==> config.mk <==
export PLATFORM = sky130hd
export DESIGN_NAME = subservient_uart_loader
export DESIGN_NICKNAME = d
export VERILOG_FILES = /design/src/rtl/subservient_loader_pkg.sv /design/src/rtl/subservient_uart_rx.sv /design/src/rtl/subservient_uart_loader.sv
export SDC_FILE = /design/constraint.sdc
export NUM_CORES = 1
export LEC_CHECK = 0
export BUFFER_PORTS_ARGS = -buffer_cell sky130_fd_sc_hd__buf_2
export CORE_UTILIZATION = 56
export CTS_BUF_LIST = sky130_fd_sc_hd__clkbuf_4 sky130_fd_sc_hd__clkbuf_8 sky130_fd_sc_hd__clkbuf_16
export CTS_CLUSTER_DIAMETER = 30
export DETAILED_ROUTE_END_ITERATION = 8
export GPL_ROUTABILITY_DRIVEN = 0
export GPL_TIMING_DRIVEN = 0
export PLACE_DENSITY = 0.77
export SETUP_SLACK_MARGIN = 0.5
export SLEW_MARGIN = 20
export SYNTH_ARGS = -nofsm -noshare
export SYNTH_HDL_FRONTEND = slang
export SYNTH_HIERARCHICAL = 1
export SYNTH_SLANG_ARGS = --single-unit
==> constraint.sdc <==
create_clock -name i_clk -period 3.7 [get_ports i_clk]
set_input_delay 0 -clock i_clk [delete_from_list [all_inputs] [get_ports i_clk]]
set_output_delay 0 -clock i_clk [all_outputs]
set_load 0.05 [all_outputs]
==> src/rtl/subservient_loader_pkg.sv <==
// Shared state encodings and small helpers for the UART boot loader.
package subservient_loader_pkg;

    typedef enum logic [2:0] {
        ST_WAIT_FIRST,
        ST_COLLECT,
        ST_WRITE,
        ST_PAD,
        ST_FINISH,
        ST_DONE
    } loader_state_e;

    typedef enum logic [1:0] {
        RX_IDLE,
        RX_START,
        RX_DATA,
        RX_STOP
    } rx_state_e;

    function automatic logic [31:0] word_addr(input logic [31:0] byte_idx);
        return {byte_idx[31:2], 2'b00};
    endfunction

    function automatic logic [31:0] lane_insert(input logic [31:0] word,
                                                input logic [1:0]  lane,
                                                input logic [7:0]  data);
        logic [31:0] w;
        w = word;
        w[lane*8 +: 8] = data;
        return w;
    endfunction

endpackage

==> src/rtl/subservient_uart_rx.sv <==
// 8N1 UART receiver: synchronizes rx, confirms the start bit at mid-bit, then samples once per bit.
module subservient_uart_rx
    import subservient_loader_pkg::*;
#(
    parameter int CLK_DIV = 868
) (
    input  logic       i_clk,
    input  logic       i_rst,
    input  logic       i_rx,
    output logic       o_valid,
    output logic [7:0] o_data,
    output logic       o_frame_err
);

    localparam int CW = $clog2(CLK_DIV);
    localparam logic [CW-1:0] HALF_LOAD = CW'(CLK_DIV / 2 - 1);
    localparam logic [CW-1:0] FULL_LOAD = CW'(CLK_DIV - 1);

    rx_state_e     state_q, state_d;
    logic          meta_q, meta_d;
    logic          sync_q, sync_d;
    logic          prev_q, prev_d;
    logic [CW-1:0] cnt_q, cnt_d;
    logic [2:0]    bit_q, bit_d;
    logic [7:0]    data_q, data_d;
    logic          valid_q, valid_d;
    logic          ferr_q, ferr_d;

    always_comb begin
        meta_d  = i_rx;
        sync_d  = meta_q;
        prev_d  = sync_q;
        state_d = state_q;
        cnt_d   = (cnt_q != '0) ? cnt_q - 1'b1 : cnt_q;
        bit_d   = bit_q;
        data_d  = data_q;
        valid_d = 1'b0;
        ferr_d  = 1'b0;
        case (state_q)
            RX_IDLE: begin
                if (prev_q && !sync_q) begin
                    state_d = RX_START;
                    cnt_d   = HALF_LOAD;
                end
            end
            RX_START: begin
                if (cnt_q == '0) begin
                    if (sync_q) begin
                        state_d = RX_IDLE;
                    end else begin
                        state_d = RX_DATA;
                        cnt_d   = FULL_LOAD;
                        bit_d   = 3'd0;
                    end
                end
            end
            RX_DATA: begin
                if (cnt_q == '0) begin
                    data_d = {sync_q, data_q[7:1]};
                    cnt_d  = FULL_LOAD;
                    bit_d  = bit_q + 1'b1;
                    if (bit_q == 3'd7) state_d = RX_STOP;
                end
            end
            RX_STOP: begin
                if (cnt_q == '0) begin
                    valid_d = sync_q;
                    ferr_d  = !sync_q;
                    state_d = RX_IDLE;
                end
            end
            default: state_d = RX_IDLE;
        endcase
    end

    always_ff @(posedge i_clk) begin
        if (i_rst) begin
            state_q <= RX_IDLE;
            meta_q  <= 1'b1;
            sync_q  <= 1'b1;
            prev_q  <= 1'b1;
            cnt_q   <= '0;
            bit_q   <= '0;
            data_q  <= '0;
            valid_q <= 1'b0;
            ferr_q  <= 1'b0;
        end else begin
            state_q <= state_d;
            meta_q  <= meta_d;
            sync_q  <= sync_d;
            prev_q  <= prev_d;
            cnt_q   <= cnt_d;
            bit_q   <= bit_d;
            data_q  <= data_d;
            valid_q <= valid_d;
            ferr_q  <= ferr_d;
        end
    end

    assign o_valid     = valid_q;
    assign o_data      = data_q;
    assign o_frame_err = ferr_q;

endmodule

==> src/rtl/subservient_uart_loader.sv <==
// Receives a firmware image over UART and writes it word by word into SRAM through Wishbone.
//
// state        | meaning
// WAIT_FIRST   | no byte seen yet, idle timer stopped
// COLLECT      | packing bytes into the current word, idle timer running
// WRITE        | full word on the bus, waiting for ack
// PAD          | writing the final partial word with upper lanes zero
// FINISH       | one cycle: release debug mode, raise done
// DONE         | terminal until reset
module subservient_uart_loader
    import subservient_loader_pkg::*;
#(
    parameter int CLK_DIV      = 868,
    parameter int MEMSIZE      = 8192,
    parameter int TIMEOUT_BITS = 20
) (
    input  logic                      i_clk,
    input  logic                      i_rst,
    input  logic                      i_rx,
    output logic [31:0]               o_wb_adr,
    output logic [31:0]               o_wb_dat,
    output logic [3:0]                o_wb_sel,
    output logic                      o_wb_we,
    output logic                      o_wb_stb,
    input  logic                      i_wb_ack,
    output logic                      o_debug_mode,
    output logic                      o_done,
    output logic [$clog2(MEMSIZE):0]  o_byte_count,
    output logic                      o_err_ovf,
    output logic                      o_err_frame
);

    localparam int AW  = $clog2(MEMSIZE);
    localparam int TMO = TIMEOUT_BITS * CLK_DIV;
    localparam int TW  = $clog2(TMO + 1);
    localparam logic [TW-1:0] TMO_LOAD  = TW'(TMO - 1);
    localparam logic [AW:0]   MEM_BYTES = (AW+1)'(MEMSIZE);

    logic       rx_valid;
    logic [7:0] rx_data;
    logic       rx_ferr;

    subservient_uart_rx #(.CLK_DIV(CLK_DIV)) u_rx (
        .i_clk       (i_clk),
        .i_rst       (i_rst),
        .i_rx        (i_rx),
        .o_valid     (rx_valid),
        .o_data      (rx_data),
        .o_frame_err (rx_ferr)
    );

    loader_state_e state_q, state_d;
    logic [31:0]   word_q, word_d;
    logic [31:0]   wb_adr_q, wb_adr_d;
    logic [31:0]   wb_dat_q, wb_dat_d;
    logic [AW:0]   count_q, count_d;
    logic [TW-1:0] timer_q, timer_d;
    logic          buf_valid_q, buf_valid_d;
    logic [7:0]    buf_data_q, buf_data_d;
    logic          ovf_q, ovf_d;
    logic          ferr_q, ferr_d;

    logic          take;
    logic [7:0]    take_byte;
    logic [31:0]   word_ins;

    always_comb begin
        state_d     = state_q;
        word_d      = word_q;
        wb_adr_d    = wb_adr_q;
        wb_dat_d    = wb_dat_q;
        count_d     = count_q;
        timer_d     = timer_q;
        buf_valid_d = buf_valid_q;
        buf_data_d  = buf_data_q;
        ovf_d       = ovf_q;
        ferr_d      = ferr_q;
        take        = 1'b0;
        take_byte   = rx_data;
        word_ins    = word_q;

        case (state_q)
            ST_WAIT_FIRST: begin
                if (rx_valid) begin
                    take    = 1'b1;
                    timer_d = TMO_LOAD;
                end
            end
            ST_COLLECT: begin
                // A byte parked during the last write goes first; a new arrival takes its slot.
                if (buf_valid_q) begin
                    take        = 1'b1;
                    take_byte   = buf_data_q;
                    buf_valid_d = rx_valid;
                    if (rx_valid) buf_data_d = rx_data;
                end else if (rx_valid) begin
                    take = 1'b1;
                end
                if (rx_valid) begin
                    timer_d = TMO_LOAD;
                end else if (timer_q != '0) begin
                    timer_d = timer_q - 1'b1;
                end
                if (!take && timer_q == '0) begin
                    wb_adr_d = word_addr(32'(count_q));
                    wb_dat_d = word_q;
                    state_d  = (count_q[1:0] != 2'b00) ? ST_PAD : ST_FINISH;
                end
            end
            ST_WRITE, ST_PAD: begin
                if (rx_valid) begin
                    timer_d = TMO_LOAD;
                    if (buf_valid_q) begin
                        ovf_d = 1'b1;
                    end else begin
                        buf_valid_d = 1'b1;
                        buf_data_d  = rx_data;
                    end
                end
                if (i_wb_ack) state_d = (state_q == ST_WRITE) ? ST_COLLECT : ST_FINISH;
            end
            ST_FINISH: state_d = ST_DONE;
            ST_DONE:   state_d = ST_DONE;
            default:   state_d = ST_WAIT_FIRST;
        endcase

        if (take) begin
            state_d = ST_COLLECT;
            if (count_q >= MEM_BYTES) begin
                ovf_d = 1'b1;
            end else begin
                word_ins = lane_insert(word_q, count_q[1:0], take_byte);
                count_d  = count_q + 1'b1;
                if (count_q[1:0] == 2'b11) begin
                    wb_adr_d = word_addr(32'(count_q));
                    wb_dat_d = word_ins;
                    word_d   = '0;
                    state_d  = ST_WRITE;
                end else begin
                    word_d = word_ins;
                end
            end
        end

        if (rx_ferr && !(state_q inside {ST_FINISH, ST_DONE})) ferr_d = 1'b1;
    end

    always_ff @(posedge i_clk) begin
        if (i_rst) begin
            state_q     <= ST_WAIT_FIRST;
            word_q      <= '0;
            wb_adr_q    <= '0;
            wb_dat_q    <= '0;
            count_q     <= '0;
            timer_q     <= '0;
            buf_valid_q <= 1'b0;
            buf_data_q  <= '0;
            ovf_q       <= 1'b0;
            ferr_q      <= 1'b0;
        end else begin
            state_q     <= state_d;
            word_q      <= word_d;
            wb_adr_q    <= wb_adr_d;
            wb_dat_q    <= wb_dat_d;
            count_q     <= count_d;
            timer_q     <= timer_d;
            buf_valid_q <= buf_valid_d;
            buf_data_q  <= buf_data_d;
            ovf_q       <= ovf_d;
            ferr_q      <= ferr_d;
        end
    end

    assign o_wb_stb     = (state_q == ST_WRITE) || (state_q == ST_PAD);
    assign o_wb_we      = o_wb_stb;
    assign o_wb_sel     = o_wb_stb ? 4'hF : 4'h0;
    assign o_wb_adr     = wb_adr_q;
    assign o_wb_dat     = wb_dat_q;
    assign o_done       = (state_q == ST_FINISH) || (state_q == ST_DONE);
    assign o_debug_mode = !o_done;
    assign o_byte_count = count_q;
    assign o_err_ovf    = ovf_q;
    assign o_err_frame  = ferr_q;

endmodule

==> reports/metrics.cfg <==
[worst_setup_path]
worstPathArrival_ns = 3.28
path_class = flip-flop to flip-flop
rr_endpoint = o_wb_dat[13]$_SDFF_PP0_
cp-start-kind = flip-flop
cp_max_fo = 10
r2r_cells = 7
crit_start = o_byte_count[0]$_SDFFE_PP0P_
required_ns = 4.04
ff2ff_setup_slack_ns = 0.76
r2r-start = o_byte_count[0]$_SDFFE_PP0P_
endpoint_kind = flip-flop

[logic_synthesis]
yosys.area_share.simple_pct = 21.1
ys_ff_latch = 167
seq_area_frac_synth_pct = 43.2
synth_compound_area_share_pct = 22.7
synth_ff_type = dfxtp_1
synth.area.mux_share_pct = 4.01
synthAdderAreaFrac_pct = 1.78
synth_warnings = 6
synth_xor_area_share_pct = 1.02
syn-cell-area_mm2 = 0.00774
async_reset_ff_share_pct = 0
synth.avg_cell_area_um2 = 9.20
ys_types = 68
synth_top_family_by_area = compound AO/OA/AOI/OAI gates
synthesis.nets = 856
syn_inst = 841
synth_edf_count = 0

[timing]
finalCritPeriodShare_pct = 79.4
clock_skew_ns = 0.0174
rsz0062_at_grt = false
report.final.slew_viol_count = 0
min_period_ns = 2.94
tns_ns = 0
hold_viol = 0
hold_slack_ns = 0.281
worst-slew-pin-transition_ns = 0.966
setup_viol = 0
fmax_mhz = 340
slew_headroom_pct = 35.0

[floorplanning]
die_y_um = 120
ios = 92
core_area_mm2 = 0.0133
fp.dieW_um = 120
start_util_pct = 58.0
row_count = 42
die_area_mm2 = 0.0143

[cells_and_area]
mostFrequentLayoutCells = dfxtp_1, buf_2, nor2_1, clkbuf_1, nand2_1
multi_input_area_mm2 = 0.00392
final_common_cell = dfxtp_1
final_cell_area_mm2 = 0.00900
layout.cells.non_filler = 1143
drive_above_1_share_pct = 19.0
areaGrowthSynthToFinish_pct = 16.3
fillers = 1137
register_area_mm2 = 0.00334
nets = 969
diodes = 0

[pwr]
seq_power_share_pct = 47.0
powerDensity_mw_per_mm2 = 448
swShare_pct = 27.2
internal-power_mw = 2.94
switchingPower_mw = 1.10
pwr-share-comb_pct = 11.3
peakVddDrop_uv = 429
clkPwrFrac_pct = 41.7
leakage_nw = 3.54

[min_path]
hold_path_end = u_rx/meta_q$_SDFF_PP1_
min_from = i_rx
hold_class = primary input to flip-flop
whs_path_depth = 3

[cts]
cts_buffers = 17
clk_path_buf_depth = 2
htreeDepth = 4
cts_setup_buffers = 0
clock_latency_ns = 0.44
clk_pin_slew_ns = 0.06
postCtsResizedCells = 0
clockRootBuffer = clkbuf_16
cts_tree = done
cts_sinks = 167

[detailed_routing]
drc = 0
ant_nets = 0
totalWireLength_um = 20800
drtPass1Iterations = 5
vias_per_cell = 6.36
drt_iter0_drc = 712
vias = 7266
post_drt_wl_per_cell_um = 18.2

[status]
status = completed

[grt]
antenna_found_initial = 1
grt_pass1_vias = 6636
track_usage_pct = 29.9
grt_pass1_wl_um = 34100
grt_max_degree = 17
grt-ovfl-total = 0

[placed_design]
hpwl_um = 14500
port_buffers = 91
dpl_cell_area_mm2 = 0.00841
dpl.cell_count = 1108

[job]
drv_cap = 0

==> power groups by stage <==
stage,sequential [mW],clock (mW),combinational [mW]
finish,1.89,1.68,0.457
global route,1.90,1.77,0.514
CTS,1.89,1.69,0.455
detailed placement,1.93,0,0.446
global placement,1.93,0,0.440
floorplan,1.92,0,0.368
==> worst max path at each step <==
stage | to | depth (start not counted)
after floorplan | o_wb_dat[13]$_SDFF_PP0_ | 7
after global placement | o_wb_dat[14]$_SDFF_PP0_ | 7
after detailed placement | o_wb_dat[14]$_SDFF_PP0_ | 7
after CTS | o_wb_dat[13]$_SDFF_PP0_ | 7
after global routing | o_wb_dat[13]$_SDFF_PP0_ | 7
final | o_wb_dat[13]$_SDFF_PP0_ | 7
==> metal layers <==
layer  vias up  share of wire, %  global-route usage (%)
met5         -             0.048                       0
met4         2               2.1                    10.5
met3        52               7.5                    7.51
met2       303                46                    46.4
met1      3425                45                    40.3
li1       3484                 -                       -
==> worst max-delay path, stage by stage, from the launching register on <==
cell and delay (ns):
dfxtp_1 0.56, inv_1 0.23, ha_1 0.44, nand2_1 0.07, nor3_1 0.71, clkbuf_1 0.42, a221oi_1 0.15, a311oi_1 0.26
==> synth_stat cells, types with 3 or more instances <==
library cell  instances  share of area [%]
o21ai_0              16                1.0
nor4_2                6               0.97
a32oi_1              34                3.8
mux2i_1              22                2.8
buf_4                 6               0.58
or2_2                 7               0.57
o22ai_1               3               0.24
nand3_1              22                1.4
clkbuf_1             50                2.4
a31oi_1              10               0.81
xor2_1                4               0.45
nand4_1              41                3.3
and3_1                3               0.24
buf_6                 6               0.87
inv_1                22                1.1
a221oi_1             32                3.6
and2_1               22                1.8
o2111ai_1             6               0.68
a211oi_1              6               0.58
nor4_1                6               0.49
o31ai_1              42                4.1
xnor2_1               5               0.57
buf_2                14               0.91
nand3b_1              3               0.29
or4_1                 7               0.68
or3_1                 8               0.65
mux2_2                8                1.2
nor2b_1               5               0.40
nor3_1               18                1.2
nand2b_1              4               0.32
a21oi_1              26                1.7
a311oi_1             34                3.8
nor3b_1               5               0.49
dfxtp_1             167                 43
ha_1                 11                1.8
nand2_1              46                2.2
nor2_1               72                3.5
==> area by class of cell <==
type	instances	share of cell area, %
buffer	78	4.21
clock buffer	19	4.96
clock inverter	13	1.24
inverter	25	1.07
multi-input combinational	571	43.5
sequential	167	37.1
tap	176	2.45
timing repair buffer	94	5.39
==> stage by stage <==
stage	total power, mW	worst slack (ns)	util, %
after floorplan	2.29	1.07	-
after global placement	2.37	0.890	63.0
after detailed placement	2.38	0.823	63.0
after CTS	4.04	0.833	67.4
after global routing	4.18	0.579	67.4
final	4.03	0.762	67.4
==> sequential cells by signal, indices dropped and copies added (netlist names), 3 cells and up, named ones only <==
register,cells
u_rx/cnt_q,10
u_rx/o_data,8
state_q,3
word_q,32
buf_data_q,8
u_rx/bit_q,3
o_wb_dat,32
timer_q,15
o_byte_count,14
o_wb_adr,32
==> cell families after synthesis <==
kind of cell,after synthesis
mux,30
fa+ha+maj,11
compound gates,228
flops,167
xor+xnor,9
simple gates,293
buf+inv,103
==> what timing repair did <==
action                                  CTS  global route
endpoints found under the hold margin     3             0
endpoints found under the setup margin    0             0
hold buffers                              3             0
Note: power is estimated with default switching activity, not from simulation.
